===== src/rtl/fifo_nibble_packer.sv =====
// Read-side consumer for a 4-bit FIFO. It strobes single-cycle reads,
// opens the FIFO output enable only around a read, packs nibble pairs
// into bytes, hands the bytes out on a valid/ready handshake and counts
// the bytes that downstream accepts.
module fifo_nibble_packer #(
  parameter int          RD_LAT    = 1,         // rd-to-data latency, 1..4
  parameter bit          MSN_FIRST = 1'b1,      // 1: first nibble -> [7:4]
  parameter logic [15:0] CNT_INIT  = 16'h0000   // byte_count reset value (test preload hook)
) (
  input  logic        i_clk_in,
  input  logic        i_rst,
  input  logic        i_fifo_emp,
  input  logic [3:0]  i_fifo_data,
  output logic        o_fifo_rd,
  output logic        o_fifo_status,
  input  logic        i_flush,
  output logic [7:0]  o_out_data,
  output logic        o_out_valid,
  input  logic        i_out_ready,
  output logic [15:0] o_byte_count
);

  typedef enum logic [2:0] {
    S_IDLE = 3'd0,
    S_RD   = 3'd1,
    S_WAIT = 3'd2,
    S_CAP  = 3'd3,
    S_OUT  = 3'd4
  } state_t;

  // WAIT lasts RD_LAT-1 cycles; the counter is loaded with one less than that
  // and WAIT exits when it reaches zero.
  localparam logic [1:0] WAIT_LOAD = (RD_LAT > 1) ? 2'(RD_LAT - 2) : 2'd0;

  // Place the first and second nibble of a pair according to MSN_FIRST.
  function automatic logic [7:0] pack_nibbles(input logic [3:0] first,
                                              input logic [3:0] second);
    logic [7:0] packed_byte;
    if (MSN_FIRST) begin
      packed_byte = {first, second};
    end else begin
      packed_byte = {second, first};
    end
    return packed_byte;
  endfunction

  state_t      r_state;
  logic [1:0]  r_wait_cnt;
  logic        r_have_nib;
  logic [3:0]  r_hold;
  logic [7:0]  r_out_data;
  logic        r_out_valid;
  logic        r_fifo_rd;
  logic        r_fifo_status;
  logic [15:0] r_byte_count;

  state_t      w_next_state;
  logic [1:0]  w_wait_cnt_next;
  logic        w_have_nib_next;
  logic [3:0]  w_hold_next;
  logic [7:0]  w_out_data_next;
  logic [15:0] w_byte_count_next;
  logic        w_bus_window_next;

  // Next-state and datapath-update logic for the read/pack/handshake sequence.
  always_comb begin
    w_next_state      = r_state;
    w_wait_cnt_next   = r_wait_cnt;
    w_have_nib_next   = r_have_nib;
    w_hold_next       = r_hold;
    w_out_data_next   = r_out_data;
    w_byte_count_next = r_byte_count;

    case (r_state)
      S_IDLE: begin
        // A waiting FIFO entry wins over a flush request.
        if (!i_fifo_emp) begin
          w_next_state = S_RD;
        end else if (i_flush && r_have_nib) begin
          w_next_state    = S_OUT;
          w_out_data_next = pack_nibbles(r_hold, 4'h0);
          w_have_nib_next = 1'b0;
        end else begin
          w_next_state = S_IDLE;
        end
      end
      S_RD: begin
        if (RD_LAT > 1) begin
          w_next_state    = S_WAIT;
          w_wait_cnt_next = WAIT_LOAD;
        end else begin
          w_next_state = S_CAP;
        end
      end
      S_WAIT: begin
        if (r_wait_cnt == 2'd0) begin
          w_next_state = S_CAP;
        end else begin
          w_wait_cnt_next = r_wait_cnt - 2'd1;
        end
      end
      S_CAP: begin
        if (!r_have_nib) begin
          w_hold_next     = i_fifo_data;
          w_have_nib_next = 1'b1;
          if (i_fifo_emp) begin
            w_next_state = S_IDLE;
          end else begin
            w_next_state = S_RD;
          end
        end else begin
          w_out_data_next = pack_nibbles(r_hold, i_fifo_data);
          w_have_nib_next = 1'b0;
          w_next_state    = S_OUT;
        end
      end
      S_OUT: begin
        if (i_out_ready) begin
          w_byte_count_next = r_byte_count + 16'd1;
          w_next_state      = S_IDLE;
        end else begin
          w_next_state = S_OUT;
        end
      end
      default: begin
        w_next_state = S_IDLE;
      end
    endcase

    w_bus_window_next = (w_next_state == S_RD) || (w_next_state == S_WAIT) ||
                        (w_next_state == S_CAP);
  end

  // State and registered outputs; outputs are decoded from the next state so
  // they line up with the state they belong to.
  always_ff @(posedge i_clk_in) begin
    if (i_rst) begin
      r_state       <= S_IDLE;
      r_wait_cnt    <= 2'd0;
      r_have_nib    <= 1'b0;
      r_hold        <= 4'h0;
      r_out_data    <= 8'h00;
      r_out_valid   <= 1'b0;
      r_fifo_rd     <= 1'b0;
      r_fifo_status <= 1'b1;
      r_byte_count  <= CNT_INIT;
    end else begin
      r_state       <= w_next_state;
      r_wait_cnt    <= w_wait_cnt_next;
      r_have_nib    <= w_have_nib_next;
      r_hold        <= w_hold_next;
      r_out_data    <= w_out_data_next;
      r_out_valid   <= (w_next_state == S_OUT);
      r_fifo_rd     <= (w_next_state == S_RD);
      r_fifo_status <= !w_bus_window_next;
      r_byte_count  <= w_byte_count_next;
    end
  end

  assign o_fifo_rd     = r_fifo_rd;
  assign o_fifo_status = r_fifo_status;
  assign o_out_data    = r_out_data;
  assign o_out_valid   = r_out_valid;
  assign o_byte_count  = r_byte_count;

endmodule


===== config.mk =====
export PLATFORM = sky130hd
export DESIGN_NAME = fifo_nibble_packer
export DESIGN_NICKNAME = d
export VERILOG_FILES = /design/src/rtl/fifo_nibble_packer.sv
export SDC_FILE = /design/constraint.sdc
export NUM_CORES = 1
export LEC_CHECK = 0
export BUFFER_PORTS_ARGS = -buffer_cell sky130_fd_sc_hd__buf_2
export CELL_PAD_IN_SITES_DETAIL_PLACEMENT = 0
export CELL_PAD_IN_SITES_GLOBAL_PLACEMENT = 1
export CORE_MARGIN = 4
export CORE_UTILIZATION = 42
export DETAILED_ROUTE_END_ITERATION = 7
export PLACE_DENSITY = 0.87
export RECOVER_POWER = 25
export SETUP_SLACK_MARGIN = 0.05
export SLEW_MARGIN = 40
export SYNTH_ARGS = -nofsm -noshare
export SYNTH_HDL_FRONTEND = slang
export SYNTH_SLANG_ARGS = --single-unit
export TNS_END_PERCENT = 100

===== constraint.sdc =====
create_clock -name i_clk_in -period 2.7 [get_ports i_clk_in]
set_input_delay 0.135 -clock i_clk_in [delete_from_list [all_inputs] [get_ports i_clk_in]]
set_output_delay 0.135 -clock i_clk_in [all_outputs]
set_load 0.02 [all_outputs]

==> out/results.tsv, run 1 <==
metric	value	unit
status	finished, final reports clean	
worst-r2r-cell-count	4	
drive_above_1_share	14.55	%
timing.critical_path.to_type	flop	
die_w	69.07	microns
worst_setup_path_startpoint	r_state[2]	
timing.hold.worst.start	i_fifo_emp	
crit-reg2reg-launch	r_state[2]	
multi_input_comb_area	767.0	sq um
ant_nets	0	
grt_overflow_total	0	
global_route_usage_sum	14.75	%
clkLatencyLatePin	0.28	ns
mappedNetlistArea	1567	sq um
synth_area_leaders	dfxtp_1 47%, nor2_1 5.5%, a21oi_1 5.4%	
io_pins	36	
tritoncts	yes	
number_of_filler_instances_in_the_final_layout	353	
critPathMaxStageDelay	0.57	ns
yosysTopAreaCellShare	47.28	%
fin_tns_setup	0	ns
holdBufCountCts	0	
die_y	69.07	microns
maxClockFrequency	477.5	MHz
ir_worst_vdd	315.5	uV
wire_per_inst	12.92	microns
cts-htree-levels	2	
clock-sinks	37	
min_period_over_period	77.57	%
initial_core_util	45.17	%
hp-class	in -> reg	
antennaDiodeCount	0	
dp.final_hpwl	2444	microns
routabilityCongestion	0.7780	
die_area	4771	sq um
core-area	3468	sq um
grt_setup_unrepaired	false	
timing.critical_path.arrival	2.30	ns
via_count	1341	
area.growth.synth_to_final	16.61	%
maximum_number_of_pins_on_one_net_before_global_route_repair	37	
placed_cells	251	
grt_antenna_before_repair	0	
synth_seq_cells	37	
synth_async_sr_flop_share	0	%
stdcell_count	259	
critical_path.max_fanout	12	
netlist_instances	179	
rrSetupSlack	0.61	ns
grt_pass1_wl	5961	microns
synth.lib_cells_used.distinct	34	
vias_per_cell	5.178	
worst_path_max_delay_cell	and4bb_1	
synth_largest_area_cell	dfxtp_1	
p_leak	0.6701	nW
postCtsResizedCells	0	
timing.max_slew.rel_slack	57.74	%
area.sequential	740.7	sq um
power.density	578.8	nW/um^2
yosysSeqAreaShare	47.28	%
worst-slew-pin-transition	0.6340	ns
portBuffers	35	
fin_nets	223	
finalMaxSlewViolations	0	
wl	3345	microns
clk_pin_slew_worst_paths	0.07	ns
clk_path_buf_depth	2	
setup_viol	0	
setup.worst_path.start_class	flop	
root_buffer	clkbuf_8	
synth_fp_nets	190	
synth_flop_cell	dfxtp_1	
final-hold-violation-count	0	
number_of_global_route_vias_before_repair	1352	
yosys_warnings	0	
final_core_util	52.67	%
cp_cell_sequence	and4bb_1 > nand3_2 > or4_1 > a21oi_1	
drt_first_iter_violations	45	
post-cts-setup-buffers	0	
synth-edff-count	0	
critPathCapture	o_byte_count[15]	
synth_area_per_cell	8.751	sq um
worstSetupPathType	reg -> reg	
worst_ep_required_time	2.90	ns
regToRegEndpoint	o_byte_count[15]	
core.rowCount	21	
maxCapViolCount	0	
timing.final.crit_period	2.094	ns
cts_made_buffers	5	
detail_route.drc_violations	0	
timing.clock.skew	0.008430	ns
drt_first_pass_iters	4	
[layer usage]
layer	track usage, %	wire length, microns	vias to the layer above
met4	5.640	19	0
met2	25.74	1706	28
met1	16.99	1466	629
met3	4.070	152	2
li1	-	-	682
met5	0	0	-
[metrics by stage]
step                      area (sq um)  setup slack [ns]  total power (W)  hold WS [ns]
after floorplan                   1567             1.094        0.0006825        0.2143
after global placement            1763            0.7167        0.0007051        0.3796
after detailed placement          1763            0.6395        0.0007097        0.3789
after CTS                         1846            0.6267         0.001077       0.07715
after global routing              1827            0.4702         0.001108       0.09571
final                             1827            0.6057         0.001057       0.08628
[cells in the final DEF, fill, tap and decap left out, types with 4 or more instances in the layout]
master / instances
a21oi_1: 17
buf_2: 20
clkbuf_1: 16
clkbuf_8: 5
dfxtp_1: 37
inv_1: 6
mux2i_1: 5
nand2_1: 17
nand3_1: 9
nand4_1: 5
nor2_1: 23
nor3_1: 4
o21ai_0: 5
or3_1: 5
xor2_1: 9
[cell type report]
type / instances / area share [%]
clock buffers: 6 / 3.973
repair buffers: 35 / 8.562
flip-flops and latches: 37 / 40.55
multi-input cells: 127 / 41.99
inverters: 6 / 1.233
clock inverters: 2 / 0.5479
well taps: 46 / 3.151
[logic make-up after synthesis]
| logic type | share of synthesized area [%] |
|---|---|
| multiplexers | 3.914 |
| adder cells (fa/ha/maj) | 1.597 |
| AO/OA/AOI/OAI | 10.70 |
| buffers and inverters | 3.754 |
| XOR/XNOR | 6.710 |
| AND/OR/NAND/NOR | 26.04 |
| flip-flops | 47.28 |
[critical path, delay by kind of cell, from the launching register on]
kind             cells  cell delay, ns
flip-flops           1            0.55
AO/OA/AOI/OAI        1            0.16
AND/OR/NAND/NOR      3            1.30
[sequential cells by signal, summed over array words and instances (netlist names)]
name	flops
r_wait_cnt	2
o_fifo_rd	1
r_hold	4
o_out_data	8
o_fifo_status	1
o_out_valid	1
r_have_nib	1
o_byte_count	16
r_state	3
[worst min path at each step]
stage / endpoint / slack [ns] / cells after the start
final: o_fifo_rd / 0.09 / 2
after global routing: o_fifo_rd / 0.1 / 2
after CTS: o_fifo_rd / 0.08 / 2
after detailed placement: o_fifo_rd / 0.38 / 2
after global placement: o_fifo_rd / 0.38 / 2
after floorplan: o_fifo_rd / 0.21 / 1
[Yosys cell counts, types with 2 or more instances]
library cell and n:
dfxtp_1 37, nor2_1 23, a21oi_1 17, nand2_1 17, nand3_1 9, xor2_1 9, clkbuf_1 7, inv_1 6
mux2i_1 5, nand4_1 5, o21ai_0 5, or3_1 5, nor3_1 4, and2_1 3, and4_1 3, xnor2_1 3
buf_2 2, ha_1 2, o31ai_1 2
[report_power, final]
part	switching [W]	total [W]	internal, W
Clock	0.000183	0.000362	0.000179
Combinational	0.0000616	0.000107	0.0000450
Sequential	0.0000248	0.000589	0.000564
Total	0.000270	0.00106	0.000788
Power figures use the tool's default switching activity.
==> run 2: changes to the inputs <==
--- a/config.mk
+++ b/config.mk
@@ -9,9 +9,9 @@
 export CELL_PAD_IN_SITES_DETAIL_PLACEMENT = 0
 export CELL_PAD_IN_SITES_GLOBAL_PLACEMENT = 1
 export CORE_MARGIN = 4
-export CORE_UTILIZATION = 42
+export CORE_UTILIZATION = 35
 export DETAILED_ROUTE_END_ITERATION = 7
-export PLACE_DENSITY = 0.87
+export PLACE_DENSITY = 0.78
 export RECOVER_POWER = 25
 export SETUP_SLACK_MARGIN = 0.05
 export SLEW_MARGIN = 40
==> constraint.sdc (replaced) <==
create_clock -name i_clk_in -period 1.8 [get_ports i_clk_in]
set_input_delay 0.09 -clock i_clk_in [delete_from_list [all_inputs] [get_ports i_clk_in]]
set_output_delay 0.09 -clock i_clk_in [all_outputs]
set_load 0.02 [all_outputs]
==> out/results.tsv, run 2 (synthesis results as in run 1) <==
metric	value	unit	change
status	finished, final reports clean		unchanged
grtUsageMet1	17.92	%	was 16.99%
met2_usage	18.38	%	was 25.74%
grt_setup_unrepaired	false		unchanged
initial_core_util	35.98	%	was 45.17%
min_path_cells	2		unchanged
totalPowerFinal	0.001786	W	was 0.001057 W
rrSetupSlack	0.17	ns	was 0.61 ns
number_of_global_route_vias_before_repair	1203		was 1352
drive_above_1_share	18.18	%	was 14.55%
cp_cell_sequence	and4bb_2 > nand3_2 > or4_1 > a21oi_1		was and4bb_1 > nand3_2 > or4_1 > a21oi_1
ant_nets	0		unchanged
worst-slew-pin-transition	0.6665	ns	was 0.6340 ns
hp-class	in -> reg		unchanged
p_leak	0.7144	nW	was 0.6701 nW
drt_first_iter_violations	62		was 45
die_y	74.90	microns	was 69.07 microns
die_w	74.90	microns	was 69.07 microns
grt_antenna_before_repair	0		unchanged
core-area	4354	sq um	was 3468 sq um
critical_path.max_fanout	9		was 12
detail_route.drc_violations	0		unchanged
top_usage_layer	met2		unchanged
finalMaxSlewViolations	0		unchanged
wl	3313	microns	was 3345 microns
grt_pass1_wl	5561	microns	was 5961 microns
place_area	1823	sq um	was 1763 sq um
timing.max_slew.rel_slack	55.57	%	was 57.74%
timing.final.crit_period	1.629	ns	was 2.094 ns
vias_per_cell	4.938		was 5.178
maxCapViolCount	0		unchanged
critPathMaxStageDelay	0.49	ns	was 0.57 ns
clock-sinks	37		unchanged
met3_track_demand_over_resource_in_global_routing	2.937	%	was 4.070%
worst-r2r-cell-count	4		unchanged
cp_num_cells	4		unchanged
grt_overflow_total	0		unchanged
ir_worst_vdd	349.0	uV	was 315.5 uV
drt_first_pass_iters	4		unchanged
area.growth.synth_to_final	22.52	%	was 16.61%
cts-htree-levels	2		unchanged
global_route_usage_sum	12.82	%	was 14.75%
setup.worst_path.start_class	flop		unchanged
maximum_number_of_pins_on_one_net_before_global_route_repair	37		unchanged
timing.critical_path.arrival	1.85	ns	was 2.30 ns
clk_pin_slew_worst_paths	0.08	ns	was 0.07 ns
dp.final_hpwl	2298	microns	was 2444 microns
io_pins	36		unchanged
timing.clock.skew	0.006475	ns	was 0.008430 ns
crit_buf_inv	0		unchanged
post-cts-setup-buffers	0		unchanged
mostFrequentLayoutCells	37 x dfxtp_1, 23 x nor2_1, 20 x buf_2		unchanged
die_area	5610	sq um	was 4771 sq um
clk_path_buf_depth	2		unchanged
postLayoutCellArea	1919	sq um	was 1827 sq um
worst_ep_required_time	2.02	ns	was 2.90 ns
root_buffer	clkbuf_8		unchanged
cts_made_buffers	5		unchanged
min_period_over_period	90.51	%	was 77.57%
final-hold-violation-count	0		unchanged
tritoncts	yes		unchanged
routabilityCongestion	0.7985		was 0.7780
via_count	1343		was 1341
timing.critical_path.to_type	flop		unchanged
fin_tns_setup	0	ns	unchanged
clkLatencyLatePin	0.29	ns	was 0.28 ns
power.density	930.4	nW/um^2	was 578.8 nW/um^2
worst_path_max_delay_cell	or4_1		was and4bb_1
final.hold.worst_slack	0.04115	ns	was 0.08628 ns
mostFrequentLayoutCell	dfxtp_1		unchanged
fin_nets	230		was 223
path_delay_family	simple AND/OR/NAND/NOR gates		unchanged
maxClockFrequency	613.8	MHz	was 477.5 MHz
worstSetupPathType	reg -> reg		unchanged
wire_per_inst	12.18	microns	was 12.92 microns
setup_viol	0		unchanged
max_ffs_per_register	16		unchanged
final_core_util	44.08	%	was 52.67%
portBuffers	35		unchanged
antennaDiodeCount	0		unchanged
core.rowCount	24		was 21
-- run 2: final timing paths --
| check | end | start |
|---|---|---|
| setup / recovery | o_byte_count[15] | r_state[0] |
| setup reg to reg | o_byte_count[15] | r_state[0] |
| hold reg to reg | o_out_data[4] | r_hold[0] |
| hold / removal | o_fifo_rd | i_fifo_emp |
-- run 2: per-stage QoR --
| step | setup slack [ns] | instances |
|---|---|---|
| 5_1_grt | 0.05675 | 272 |
| 4_1_cts | 0.1572 | 272 |
| 2_1_floorplan | 0.1943 | 179 |
| 6_report | 0.1708 | 272 |
| 3_5_place_dp | 0.1843 | 264 |
| 3_3_place_gp | 0.2003 | 264 |
-- run 2: what timing repair did --
| action | CTS | global route |
|---|---|---|
| hold buffers | 0 | 0 |
| gates resized for setup | 0 | 1 |
| endpoints found under the setup margin | 0 | 1 |
-- run 2: area by class of cell --
class,count,area (sq um)
flip-flops and latches,37,740.7
repair buffers,42,209.0
clock buffers,5,68.82
fillers,444,2435
inverters,6,22.52
multi-input cells,127,767.0
clock inverters,3,46.29
well taps,52,65.06
-- run 2: power breakdown --
part           internal, W  switching [W]
clock             0.000415       0.000317
combinational    0.0000788       0.000102
sequential        0.000846      0.0000279
-- run 2: per-layer routing --
layer | vias up | wire, microns
met4 | 0 | 61
met3 | 6 | 163
met5 | - | 0
li1 | 700 | -
met1 | 601 | 1699
met2 | 36 | 1387
